`config.mk`:
```
export PLATFORM = sky130hd
export DESIGN_NAME = nbout_psum_ctrl
export DESIGN_NICKNAME = d
export VERILOG_FILES = /design/src/rtl/nbout_psum_ctrl.sv
export SDC_FILE = /design/constraint.sdc
export NUM_CORES = 2
export LEC_CHECK = 0
export BUFFER_PORTS_ARGS = -buffer_cell sky130_fd_sc_hd__buf_4
export CAP_MARGIN = 20
export CORE_ASPECT_RATIO = 1.1
export CORE_UTILIZATION = 55
export DETAILED_ROUTE_END_ITERATION = 10
export PLACE_DENSITY = 0.78
export SETUP_SLACK_MARGIN = 0.5
export SYNTH_ARGS = -nofsm -noshare
export SYNTH_HDL_FRONTEND = slang
export SYNTH_SLANG_ARGS = --single-unit
```
`constraint.sdc`:
```
create_clock -name clk -period 35 [get_ports clk]
set_input_delay 1.75 -clock clk [delete_from_list [all_inputs] [get_ports clk]]
set_output_delay 1.75 -clock clk [all_outputs]
set_load 0.01 [all_outputs]
```
`src/rtl/nbout_psum_ctrl.sv`:
```
// Output-neuron buffer controller: feeds stored partial sums to NFU-2, writes results back, forwards last-pass sums.
// Psum valid one cycle after accept; o_out_data held in DRAIN until i_out_ready; no new pass is accepted outside IDLE.
module nbout_psum_ctrl #(
    parameter int BIT_WIDTH = 16,
    parameter int Tn        = 16,
    parameter int DEPTH     = 8,
    localparam int IDX_W    = $clog2(DEPTH),
    localparam int DW       = BIT_WIDTH * Tn
) (
    input  logic             clk,
    input  logic             rst,
    input  logic             i_start,
    input  logic [IDX_W-1:0] i_tile_idx,
    input  logic             i_first,
    input  logic             i_last,
    output logic             o_ready,
    output logic [DW-1:0]    o_partial_sum,
    output logic             o_psum_valid,
    input  logic             i_nfu2_valid,
    input  logic [DW-1:0]    i_nfu2_out,
    output logic [DW-1:0]    o_out_data,
    output logic             o_out_valid,
    input  logic             i_out_ready
);

    typedef enum logic [1:0] {IDLE, WAIT, DRAIN} state_t;

    state_t           state;
    state_t           state_nxt;
    logic             accept;
    logic             complete;
    logic             drain_done;

    logic [IDX_W-1:0] idx_q;
    logic             last_q;
    logic [DW-1:0]    mem [DEPTH];

    always_ff @(posedge clk) begin
        if (rst) begin
            state <= IDLE;
        end else begin
            state <= state_nxt;
        end
    end

    always_comb begin
        state_nxt  = state;
        accept     = 1'b0;
        complete   = 1'b0;
        drain_done = 1'b0;
        case (state)
            IDLE: begin
                if (i_start) begin
                    accept    = 1'b1;
                    state_nxt = WAIT;
                end
            end
            WAIT: begin
                if (i_nfu2_valid) begin
                    complete  = 1'b1;
                    state_nxt = last_q ? DRAIN : IDLE;
                end
            end
            DRAIN: begin
                if (i_out_ready) begin
                    drain_done = 1'b1;
                    state_nxt  = IDLE;
                end
            end
            default: state_nxt = IDLE;
        endcase
    end

    assign o_ready = (state == IDLE);

    // The partial sum is captured at accept, so it cannot shift while NFU-2 is working on it.
    always_ff @(posedge clk) begin
        if (rst) begin
            idx_q         <= '0;
            last_q        <= 1'b0;
            o_partial_sum <= '0;
            o_psum_valid  <= 1'b0;
            o_out_data    <= '0;
            o_out_valid   <= 1'b0;
        end else begin
            if (accept) begin
                idx_q         <= i_tile_idx;
                last_q        <= i_last;
                o_partial_sum <= i_first ? '0 : mem[i_tile_idx];
                o_psum_valid  <= 1'b1;
            end
            if (complete) begin
                o_psum_valid <= 1'b0;
                if (last_q) begin
                    o_out_data  <= i_nfu2_out;
                    o_out_valid <= 1'b1;
                end
            end
            if (drain_done) begin
                o_out_valid <= 1'b0;
            end
        end
    end

    // Tile storage survives reset; a reset edge must still block a pending write-back.
    always_ff @(posedge clk) begin
        if (!rst && complete) begin
            mem[idx_q] <= i_nfu2_out;
        end
    end

endmodule
```
# == Word level (Yosys, flattened, before mapping) ==
# Memories as Yosys holds them, arrays and structs flattened.
# Cells that the tools add are included.
# totals
reg_bits,520
output_inout_bits,515
mem_count,1
input_bits,266
wordCells,34
mem_bits_rw,2048
# memory_table
memory,words,word_bits,read_ports,rd_clocked_by_memory_dff,wr,line_no,text
mem,8,256,1,0,1,36,logic [DW-1:0] mem [DEPTH];
# op_classes
muxes,14
eq_ne,5
n_reduce_logical,7
# op_table
op,count
$mux 256,1
$mux 1,8
$mux 2,4
$ne 2x2->1 const B,3
$pmux 2 s3,1
$reduce_or 2->1,2
$reduce_and 3->1,1
$eq 2x1->1 const B,1
$eq 2x2->1 const B,1
$logic_not 2->1,1
$reduce_and 2->1,1
$logic_and 1x1->1,1
$logic_not 1->1,1

# == Longest topological paths before layout ==
# depth
depth_word,5
ltp_mapped,9
ltp_nobuf,4

# == Worst setup path before layout ==
# Ideal clock, no wire load.
# synth_path
path_kind,in2reg
from,input rst
to,memory mem[0][0] in the netlist's numbering (enable)
path_stages,3
path_slack_ns,14.266
path_buffers,1
required_ns,33.812
setup_ns,1.188
arrival_time_ns,19.546
cell_sequence,clkbuf_1 -> or3_1 -> nor3_1
# synth_between
elab_chain_cells,4
# synth_rtl
element,line_no,text
start: declaration,11,"input logic rst,"
$logic_not 1->1,107,if (!rst && complete) begin
$logic_and 1x1->1,107,
$mux 1,107,
$mux 1 (implied by the code),108,mem[idx_q] <= i_nfu2_out;
end: declaration,36,
# No other way between the ends.

# == Worst setup path in the final report ==
# layout_path
from,input i_tile_idx[0]
to,register o_partial_sum[255]
# layout_between
elab_chain_cells,2
# layout_rtl
element,line_no,text
start: declaration,13,"input logic [IDX_W-1:0] i_tile_idx,"
$mem_v2 8x256,n/a,
$mux 256,89,o_partial_sum <= i_first ? '0 : mem[i_tile_idx];
end signal: assignment,89,
end: declaration,17,"output logic [DW-1:0] o_partial_sum,"
# No other way between the ends.
# A chain may end at the register's enable or synchronous reset.

==> metrics.log <==
INFO  metric ir_worst_vdd = 0.0000594 V
INFO  metric synth.yosys.seq_area_share = 0.760
INFO  metric data_required_time_of_the_worst_path = 35.70 ns
INFO  metric root_buf_cell = sky130_fd_sc_hd__clkbuf_16
INFO  metric timing.hold.worst.class = register to register
INFO  metric fin_worst_hold_slack = 0.455 ns
INFO  metric timing.final.crit_share = 0.178
INFO  metric drt.antenna.violating_nets = 0
INFO  metric buffer_levels_on_the_longest_clock_path = 3
INFO  metric synthesis.yosys.warnings = 0
INFO  metric report.final.setup_viol = 0
INFO  metric cts-hold-fix-buffers = 0
INFO  metric worst-endpoint-arrival = 6.91 ns
INFO  metric gp_routability_congestion = 0.782
INFO  metric track_usage = 0.261
INFO  metric detail_route.drc_violations = 0
INFO  metric slew_headroom = 0.266
INFO  metric worst_clk_skew = 0.0375 ns
INFO  metric postSynth.topFlopCell = sky130_fd_sc_hd__edfxtp_1
INFO  metric timing.setup.tns = 0 ns
INFO  metric drt_first_iter_violations = 5251
INFO  metric post_synth_inst_count = 5546
INFO  metric num_vias = 53803
INFO  metric worst_setup_hold_path_clk_slew = 0.06 ns
INFO  metric final.min_clock_period = 6.21 ns
INFO  metric placement.io_buffers = 780
INFO  metric grt_overflow = 0
INFO  metric layout-area-overhead-vs-synth = 16.6%
INFO  metric synth-async-reset-ratio = 0
INFO  metric cp-start-kind = input port
INFO  metric dpl_cell_area = 103000 um2
INFO  metric cts_made_buffers = 232
INFO  metric placement_rows = 159
INFO  metric dp.final_hpwl = 123000 um
INFO  metric drt_first_pass_iters = 5
INFO  metric clk_latency = 0.87 ns
INFO  metric die-area = 174000 um2
INFO  metric drive_above_1_share = 0.233
INFO  metric yosys.area.top_type_share = 0.650
INFO  metric die_h = 437 um
INFO  metric slew_violations = 0
INFO  metric cts_resized = 0
INFO  metric tritoncts = yes
INFO  metric leading_cell_type_by_number_of_instances_after_synthesis = sky130_fd_sc_hd__edfxtp_1
INFO  metric vias_in_the_first_global_route = 54669
INFO  metric crit_path_max_fanout = 124
INFO  metric syn_area_per_cell = 17.1 um2
INFO  metric postSynthRegisterBits = 2568
INFO  metric finish.net_count = 6541
INFO  metric core_region_area = 171000 um2
INFO  metric synth.largest_area_cell = sky130_fd_sc_hd__edfxtp_1
INFO  metric cts_post_setup_buffers_inserted = 0
INFO  metric grt_setup_unrepaired = no
INFO  metric synth_enable_flop_cells = 2048
INFO  metric finalHoldViolations = 0
INFO  metric initial_core_util = 0.554
INFO  metric synth.area.top_cells = sky130_fd_sc_hd__edfxtp_1, sky130_fd_sc_hd__dfxtp_1, sky130_fd_sc_hd__mux4_2
INFO  metric outcome = finished clean
INFO  metric wire_length_of_the_first_global_routing_pass = 339000 um
INFO  metric filler_cell_count = 11307
INFO  metric max_cap_violations = 0
INFO  metric final_core_util = 0.646
INFO  metric clock_tree.htree_level_count = 4
INFO  metric power-per-cell-area = 56.2 nW/um2
INFO  metric total_length_of_routed_wires = 230000 um
INFO  metric routed_via_density = 6.16
INFO  metric postLayoutCellArea = 110000 um2
INFO  metric worst_path_class_setup = input port to register
INFO  metric synth.net_count = 5812
INFO  metric yosysUniqueCellTypes = 27
INFO  metric max_slew.worst_pin.slew = 1.10 ns
INFO  metric fmax = 161 MHz
INFO  metric synth_area = 94600 um2
INFO  metric cts.sink_count = 2568
INFO  metric synth.top_cells.by_count = sky130_fd_sc_hd__edfxtp_1, sky130_fd_sc_hd__nand2_1, sky130_fd_sc_hd__dfxtp_1
INFO  metric static-leakage-power = 38.0 nW
INFO  metric antenna_found_initial = 9
INFO  metric routed_wire_length_per_instance = 26.3 um
INFO  metric pin_count_of_the_biggest_net_entering_global_routing = 125
INFO  metric top_ports = 781
INFO  metric chipWidth = 397 um
INFO  metric critical_path.endpoint_type = register
==> critical path, cell delays in order <==
cell and delay, ns:
sky130_fd_sc_hd__buf_8 0.52, sky130_fd_sc_hd__buf_4 0.84, sky130_fd_sc_hd__buf_4 0.78, sky130_fd_sc_hd__buf_4 0.81
sky130_fd_sc_hd__buf_12 0.73, sky130_fd_sc_hd__mux4_2 0.61, sky130_fd_sc_hd__nand2b_1 0.16, sky130_fd_sc_hd__a32oi_1 0.25
sky130_fd_sc_hd__nor2_1 0.07
==> kinds of logic (layout without fill, tap and decap cells) <==
kind of cell,after synthesis,in the layout,synth area share
simple gates,1058,1058,0.0491
compound gates,776,776,0.0580
buf+inv,375,1310,0.0175
flops,2568,2568,0.760
mux,769,769,0.115
other cells,0,3,0
==> flip-flops by register name, indices dropped and copies added, names as in the netlist <==
name	count
o_out_data	256
o_out_valid	1
state	2
mem	2048
o_partial_sum	256
last_q	1
idx_q	3
o_psum_valid	1
==> area by class of cell <==
type	count	area, um2	share of cell area
clock buffer	326	6680	0.0605
multi-input combinational	2603	21100	0.192
antenna	3	7.51	0.0000681
sequential	2568	71900	0.652
tap	2254	2820	0.0256
clock inverter	114	1090	0.00990
inverter	3	11.3	0.000102
timing repair buffer	867	6650	0.0603
==> final timing paths <==
check,endpoint,startpoint,cells past startpoint,slack [ns]
setup reg to reg,mem[6][118],state[1],6,30.43
hold / removal,o_out_data[104],o_out_data[104],2,0.45
setup / recovery,o_partial_sum[255],i_tile_idx[0],9,28.79
hold reg to reg,o_out_data[104],o_out_data[104],2,0.45
==> routing by layer <==
layer  track usage  wire length [um]
met5             0                77
met4         0.100              7820
met3        0.0536             20400
met2         0.437            115000
met1         0.336             87000
==> power breakdown <==
group	switching, mW	internal (mW)	leakage, nW
logic	0.194	0.119	11.5
registers	0.0167	3.32	22.6
clock network	1.10	1.44	3.84
==> placed cells by master (no fill, tap or decap), drive strengths merged, types with 257 or more instances in the layout <==
master and n:
clkbuf 326, nand2 522, mux4 257, mux2i 511, nor2 268, nand2b 257
edfxtp 2048, dfxtp 520, a21oi 262, buf 867
==> metrics by stage <==
stage               total power, mW  setup WS (ns)  cells
finish                         6.20          28.79   8738
global route                   6.36          28.54   8738
CTS                            6.22          28.86   8735
detailed placement             3.71          27.98   8295
global placement               3.70          28.08   8295
floorplan                      3.57          14.27   5546
Note: power is estimated with default switching activity, not from simulation.
